## src/rtl/plab4_net_router_output_ctrl_rr_if.sv

```systemverilog
// Handshake bundle between the per-input request logic, the output-port
// arbiter and the downstream channel of one router output port.
interface plab4_net_router_output_ctrl_rr_if;
    logic [2:0] reqs;
    logic [2:0] grants;
    logic       out_val;
    logic       out_rdy;
    logic [1:0] sel;

    modport master (
        input  reqs,
        input  out_rdy,
        output grants,
        output out_val,
        output sel
    );

    modport slave (
        output reqs,
        output out_rdy,
        input  grants,
        input  out_val,
        input  sel
    );
endinterface

```

## src/rtl/plab4_net_router_output_ctrl_rr.sv

```systemverilog
// Round-robin output-port arbiter for a 3-input router. Once a winner is
// stalled by the downstream channel it stays locked until it transfers or withdraws.
module plab4_net_router_output_ctrl_rr #(
    parameter int p_router_id = 0
) (
    input  logic                                 clk,
    input  logic                                 reset,
    plab4_net_router_output_ctrl_rr_if.master    io
);

    typedef enum logic {
        IDLE   = 1'b0,
        LOCKED = 1'b1
    } state_t;

    state_t     state;
    state_t     state_next;
    logic [2:0] ptr;
    logic [2:0] ptr_next;
    logic [2:0] lock;
    logic [2:0] lock_next;
    logic [2:0] winner;
    logic       transfer;

    // First set request scanning upward from the one-hot priority pointer.
    function automatic logic [2:0] rr_pick(input logic [2:0] r, input logic [2:0] p);
        logic [2:0] pick;
        pick = 3'b000;
        case (p)
            3'b010: begin
                if      (r[1]) pick = 3'b010;
                else if (r[2]) pick = 3'b100;
                else if (r[0]) pick = 3'b001;
            end
            3'b100: begin
                if      (r[2]) pick = 3'b100;
                else if (r[0]) pick = 3'b001;
                else if (r[1]) pick = 3'b010;
            end
            default: begin
                if      (r[0]) pick = 3'b001;
                else if (r[1]) pick = 3'b010;
                else if (r[2]) pick = 3'b100;
            end
        endcase
        return pick;
    endfunction

    function automatic logic [1:0] onehot_index(input logic [2:0] oh);
        logic [1:0] idx;
        idx = 2'd0;
        if      (oh[1]) idx = 2'd1;
        else if (oh[2]) idx = 2'd2;
        return idx;
    endfunction

    always_comb begin
        winner     = 3'b000;
        state_next = state;
        ptr_next   = ptr;
        lock_next  = lock;

        if (state == LOCKED) begin
            winner = io.reqs & lock;
        end else begin
            winner = rr_pick(io.reqs, ptr);
        end

        transfer = (|winner) && io.out_rdy;

        // Priority moves to the input just after the one that transferred.
        if (transfer) begin
            ptr_next   = {winner[1:0], winner[2]};
            state_next = IDLE;
        end else if (state == IDLE && (|winner)) begin
            state_next = LOCKED;
            lock_next  = winner;
        end else if (state == LOCKED && !(|winner)) begin
            state_next = IDLE;
        end
    end

    assign io.out_val = (|winner) && !reset;
    assign io.grants  = winner & {3{io.out_rdy}} & {3{!reset}};
    assign io.sel     = onehot_index(winner);

    always_ff @(posedge clk) begin
        if (reset) begin
            state <= IDLE;
            ptr   <= 3'b001;
            lock  <= 3'b000;
        end else begin
            state <= state_next;
            ptr   <= ptr_next;
            lock  <= lock_next;
        end
    end

endmodule

```

## src/flat_wrapper.sv

```systemverilog
// flat-port wrapper written by rule: the top's interface ports become plain ports
module plab4_net_router_output_ctrl_rr_flat 
#(
    parameter int p_router_id = 0
)
  (clk, reset, io_reqs, io_out_rdy, io_grants, io_out_val, io_sel);
  plab4_net_router_output_ctrl_rr_if io_i ();
  input  logic clk;
  input  logic reset;
  input wire logic [$bits(io_i.reqs)-1:0] io_reqs;
  input wire logic [$bits(io_i.out_rdy)-1:0] io_out_rdy;
  output wire logic [$bits(io_i.grants)-1:0] io_grants;
  output wire logic [$bits(io_i.out_val)-1:0] io_out_val;
  output wire logic [$bits(io_i.sel)-1:0] io_sel;
  assign io_i.reqs = io_reqs;
  assign io_i.out_rdy = io_out_rdy;
  assign io_grants = io_i.grants;
  assign io_out_val = io_i.out_val;
  assign io_sel = io_i.sel;
  plab4_net_router_output_ctrl_rr #(.p_router_id(p_router_id)) u_core (.clk(clk), .reset(reset), .io(io_i));
endmodule
```

## config.mk

```make
export PLATFORM = sky130hd
export DESIGN_NAME = plab4_net_router_output_ctrl_rr_flat
export DESIGN_NICKNAME = d
export VERILOG_FILES = /design/src/rtl/plab4_net_router_output_ctrl_rr_if.sv /design/src/rtl/plab4_net_router_output_ctrl_rr.sv /design/src/flat_wrapper.sv
export SDC_FILE = /design/constraint.sdc
export NUM_CORES = 1
export LEC_CHECK = 0
export CORE_AREA = 2 2 39 41
export DETAILED_ROUTE_END_ITERATION = 8
export DIE_AREA = 0 0 41 43
export PLACE_DENSITY = 0.71
export SYNTH_ARGS = -nofsm -noshare
export SYNTH_HDL_FRONTEND = slang
export SYNTH_SLANG_ARGS = --single-unit
```

## constraint.sdc

```tcl
create_clock -name clk -period 1.8 [get_ports clk]
set_input_delay 0.27 -clock clk [delete_from_list [all_inputs] [get_ports clk]]
set_output_delay 0.27 -clock clk [all_outputs]
set_load 0.005 [all_outputs]
```

==> summary.md <==
| Metric | Value |
|---|---|
| DRT Pass-1 Iters | `4` |
| Row cnt | `14` |
| Setup TNS | `-1.43 ns` |
| Die span in x | `41 µm` |
| Worst setup EP type | `flop` |
| Placed Area | `roughly 800 µm²` |
| Share of post-route cells with drive strength above 1 | `63.6%` |
| Setup-failing EPs final | `12` |
| Internal | `slightly above 0.7 mW` |
| Clk pwr share | `a little over an eighth` |
| Worst Hold Class | `flop to flop` |
| RSZ-0062 raised after global routing | `true` |
| WL/cell | `about 16 µm` |
| Via count | `approximately 700` |
| GRT busiest layer | `met2` |
| Comb power frac | `roughly two thirds` |
| Final worst path period share | `113%` |
| TritonCTS Buffers | `3` |
| Post-Syn Instances | `62` |
| Sequential Power Share | `roughly a fifth` |
| Root Buffer | `clkbuf_4` |
| # fillers | `approximately 110` |
| Power Dens Cells | `1120 nW/µm²` |
| Critical path's slowest cell | `dfxtp_1` |
| Grt ovf | `0` |
| IO Port Bufs | `11` |
| Tot GR Track Use | `25.5%` |
| Leakage Power | `approximately 0.44 nW` |
| Ys Warns | `0` |
| Layout net count | `118` |
| R2r endpoint | `u_core.state$_SDFFE_PP0P_` |
| Arr. time, crit path | `roughly 2.2 ns` |
| GPL Wtd Cong | `between 0.7 and 0.8` |
| Slew Limit Fails | `0` |
| Worst reg2reg path depth | `11` |
| DIE AREA | `1760 µm²` |
| Synthesized area | `510 µm²` |
| Peak supply drop | `about 0.00065 V` |
| Starting Density | `36.9%` |
| Post-layout min period | `about 2.0 ns` |
| Layout area overhead | `98.5%` |
| Global-route met1 utilization | `between 30% and 40%` |
| Core Box Area | `1380 µm²` |
| Violated checks | `negative setup slack` |
| DP Worst Slack | `-0.638 ns` |
| Detailed Place HPWL | `between 1000 and 1500 µm` |
| M2 GR Usage | `40.6%` |
| Seq/Total Area, Yosys | `between 20 and 30%` |
| Worst Path Buf+Inv | `4` |
| TritonCTS clock tree | `done` |
| Avg Cell Area, Syn | `a little over 8 µm²` |
| Critical path origin | `u_core.state$_SDFFE_PP0P_` |
| Vias in the first global route | `a little under 700` |
| Achievable Freq | `~490 MHz` |
| Diodes inserted | `0` |
| Worst flop-to-flop path startpoint | `u_core.state$_SDFFE_PP0P_` |
| Vias per cell | `5.60` |
| Crit path cell chain | `inv_1 -> o211ai_1 -> o2111a_2 -> buf_6 -> nor3_4 -> buf_6 -> inv_4 -> ha_4 -> nor2_1 -> a211o_1 -> a21oi_2` |
| CP Capture Point | `u_core.state$_SDFFE_PP0P_` |
| Crit-path max cell delay | `about 0.33 ns` |
| CTS HTree Levels | `1` |
| Synth cell types | `29` |
| Clock slew at reported path FFs | `0.06 ns` |
| #FFs+latches synth | `7` |
| Psw | `approximately 0.43 mW` |
| Crit-path leading delay family | `compound AO/OA/AOI/OAI gates` |
| Final worst setup slack | `-0.230 ns` |
| Die Y | `approximately 43 µm` |
| Syn nets | `69` |
| GR met3 Demand/Resource | `~1.6%` |
| Clk_skew | `0.000692 ns` |
| Total power | `approximately 1.1 mW` |
| Critical Path Source Type | `flop` |
| Status | `finished with violations` |
| Switching share of power | `a little under two fifths` |
| Largest net degree at the start of global routing | `9` |
| Initial antenna violation count | `0` |
| Worst-Skew Late Latency | `0.26 ns` |
| Max cap viols | `0` |
| Seq. cell area | `approximately 150 µm²` |
| # clock sinks | `7` |
| Setup slack, reg-to-reg | `-0.23 ns` |
| Initial DRC count | `15` |
| Finished layout cell area | `between 1000 and 1500 µm²` |
| Final WL | `between 2000 and 2500 µm` |
| Critical Path RT | `~2 ns` |
| Most common cell type on the critical path | `buf_6` |
| Final Hold Vio Count | `0` |
| Multi-input gate area | `~420 µm²` |
| Max_slew headroom | `between 60% and 70%` |
| Global-route wire length before repair | `between 3000 and 4000 µm` |
| Worst-Margin Slew | `~0.48 ns` |
| Hold_buf cts | `0` |
| DRT antenna net count | `0` |
| Levels on crit path | `11` |
| DRC violations left | `0` |
| CP max FO | `6` |
| Clock buffer depth | `2` |
| Ports | `12` |
| Crit path kind | `flop to flop` |
## repair_timing
item | 4_1_cts | 5_1_grt
buffers inserted | 10 | 6
hold endpoints to repair | 0 | 0
endpoints found under the setup margin | 12 | 12
resized for setup | 46 | 6
pin swaps | 14 | 12
## cell families after synthesis
logic type | after synthesis | share of synthesized area (%)
fa+ha+maj | 1 | 2.45
flops | 7 | 27.5
compound gates | 22 | 30.4
buf+inv | 7 | 6.13
simple gates | 25 | 33.6
## placed cells by master (no fill, tap or decap), types with 3 or more instances in the layout
master	instances
dlygate4sd2_1	3
o21ai_1	3
buf_6	8
nand3b_1	3
buf_4	29
buf_2	6
a21oi_2	4
clkbuf_4	3
nor2_1	3
dfxtp_1	4
a21oi_1	4
## synth_stat cells
library cell | count | area (µm²)
a211o_1 | 1 | 8.76
a21oi_1 | 8 | 40.0
a221o_2 | 1 | 11.3
a311oi_2 | 2 | 30.0
and3b_1 | 2 | 17.5
buf_2 | 1 | 5.00
buf_4 | 1 | 7.51
clkbuf_1 | 2 | 7.51
dfxtp_1 | 7 | 140
ha_1 | 1 | 12.5
inv_1 | 2 | 7.51
inv_2 | 1 | 3.75
nand2_1 | 2 | 7.51
nand2b_1 | 1 | 6.26
nand3_1 | 1 | 5.00
nand3b_1 | 3 | 22.5
nor2_1 | 4 | 15.0
nor2_2 | 1 | 6.26
nor2b_1 | 4 | 25.0
nor3_1 | 1 | 5.00
nor3_4 | 1 | 16.3
nor3b_1 | 2 | 15.0
nor4_2 | 1 | 12.5
nor4b_1 | 2 | 17.5
o2111a_1 | 1 | 11.3
o211ai_1 | 1 | 7.51
o21ai_0 | 5 | 25.0
o22ai_1 | 2 | 12.5
o311ai_0 | 1 | 8.76
## final cells by class
| type | count | share of cell area (%) |
|---|---|---|
| repair buffers | 48 | 37.9 |
| well taps | 16 | 1.98 |
| multi-input cells | 48 | 41.5 |
| flip-flops and latches | 7 | 14.7 |
| clock buffers | 4 | 2.59 |
| inverters | 3 | 1.36 |
## metrics by stage
| step | utilization, % | hold WS, ns | instances |
|---|---|---|---|
| after floorplan | - | 0.423 | 62 |
| after global placement | 59.0 | 0.508 | 106 |
| after detailed placement | 59.0 | 0.538 | 106 |
| after CTS | 69.2 | 0.547 | 120 |
| after global routing | 73.2 | 0.561 | 126 |
| final | 73.2 | 0.541 | 126 |
## sequential cells by signal, indices dropped and copies added (netlist names)
| signal | count |
|---|---|
| u_core.ptr | 3 |
| u_core.state | 1 |
| u_core.lock | 3 |
## per-layer routing
metal  up-vias  share of wire (%)
li1        332                  -
met1       357                 42
met2        12                 54
met3         5                1.7
met4         0                2.5
met5         -                  0
## how the worst min path moves through the flow
stage / from / endpoint / depth (start not counted)
global route: u_core.lock[2]$_SDFFE_PP0P_ / u_core.lock[2]$_SDFFE_PP0P_ / 2
floorplan: reset / u_core.state$_SDFFE_PP0P_ / 2
detailed placement: u_core.lock[0]$_SDFFE_PP0P_ / u_core.lock[0]$_SDFFE_PP0P_ / 2
finish: u_core.lock[2]$_SDFFE_PP0P_ / u_core.lock[2]$_SDFFE_PP0P_ / 2
CTS: u_core.lock[0]$_SDFFE_PP0P_ / u_core.lock[0]$_SDFFE_PP0P_ / 2
global placement: u_core.lock[1]$_SDFFE_PP0P_ / u_core.lock[1]$_SDFFE_PP0P_ / 2
## power by group through the flow
stage	Clock, mW	Combinational, mW	Sequential (mW)
6_report	0.154	0.764	0.221
5_1_grt	0.167	0.812	0.222
4_1_cts	0.158	0.653	0.221
3_5_place_dp	0	0.505	0.223
3_3_place_gp	0	0.491	0.222
2_1_floorplan	0	0.282	0.214
## tightest hold or removal path: cells and delay by family, from the launching register on
kind | cells | cell delay [ns]
flip-flops | 1 | 0.32
AND/OR/NAND/NOR | 1 | 0.09
AO/OA/AOI/OAI | 1 | 0.08
(Power assumes the default switching activity.)
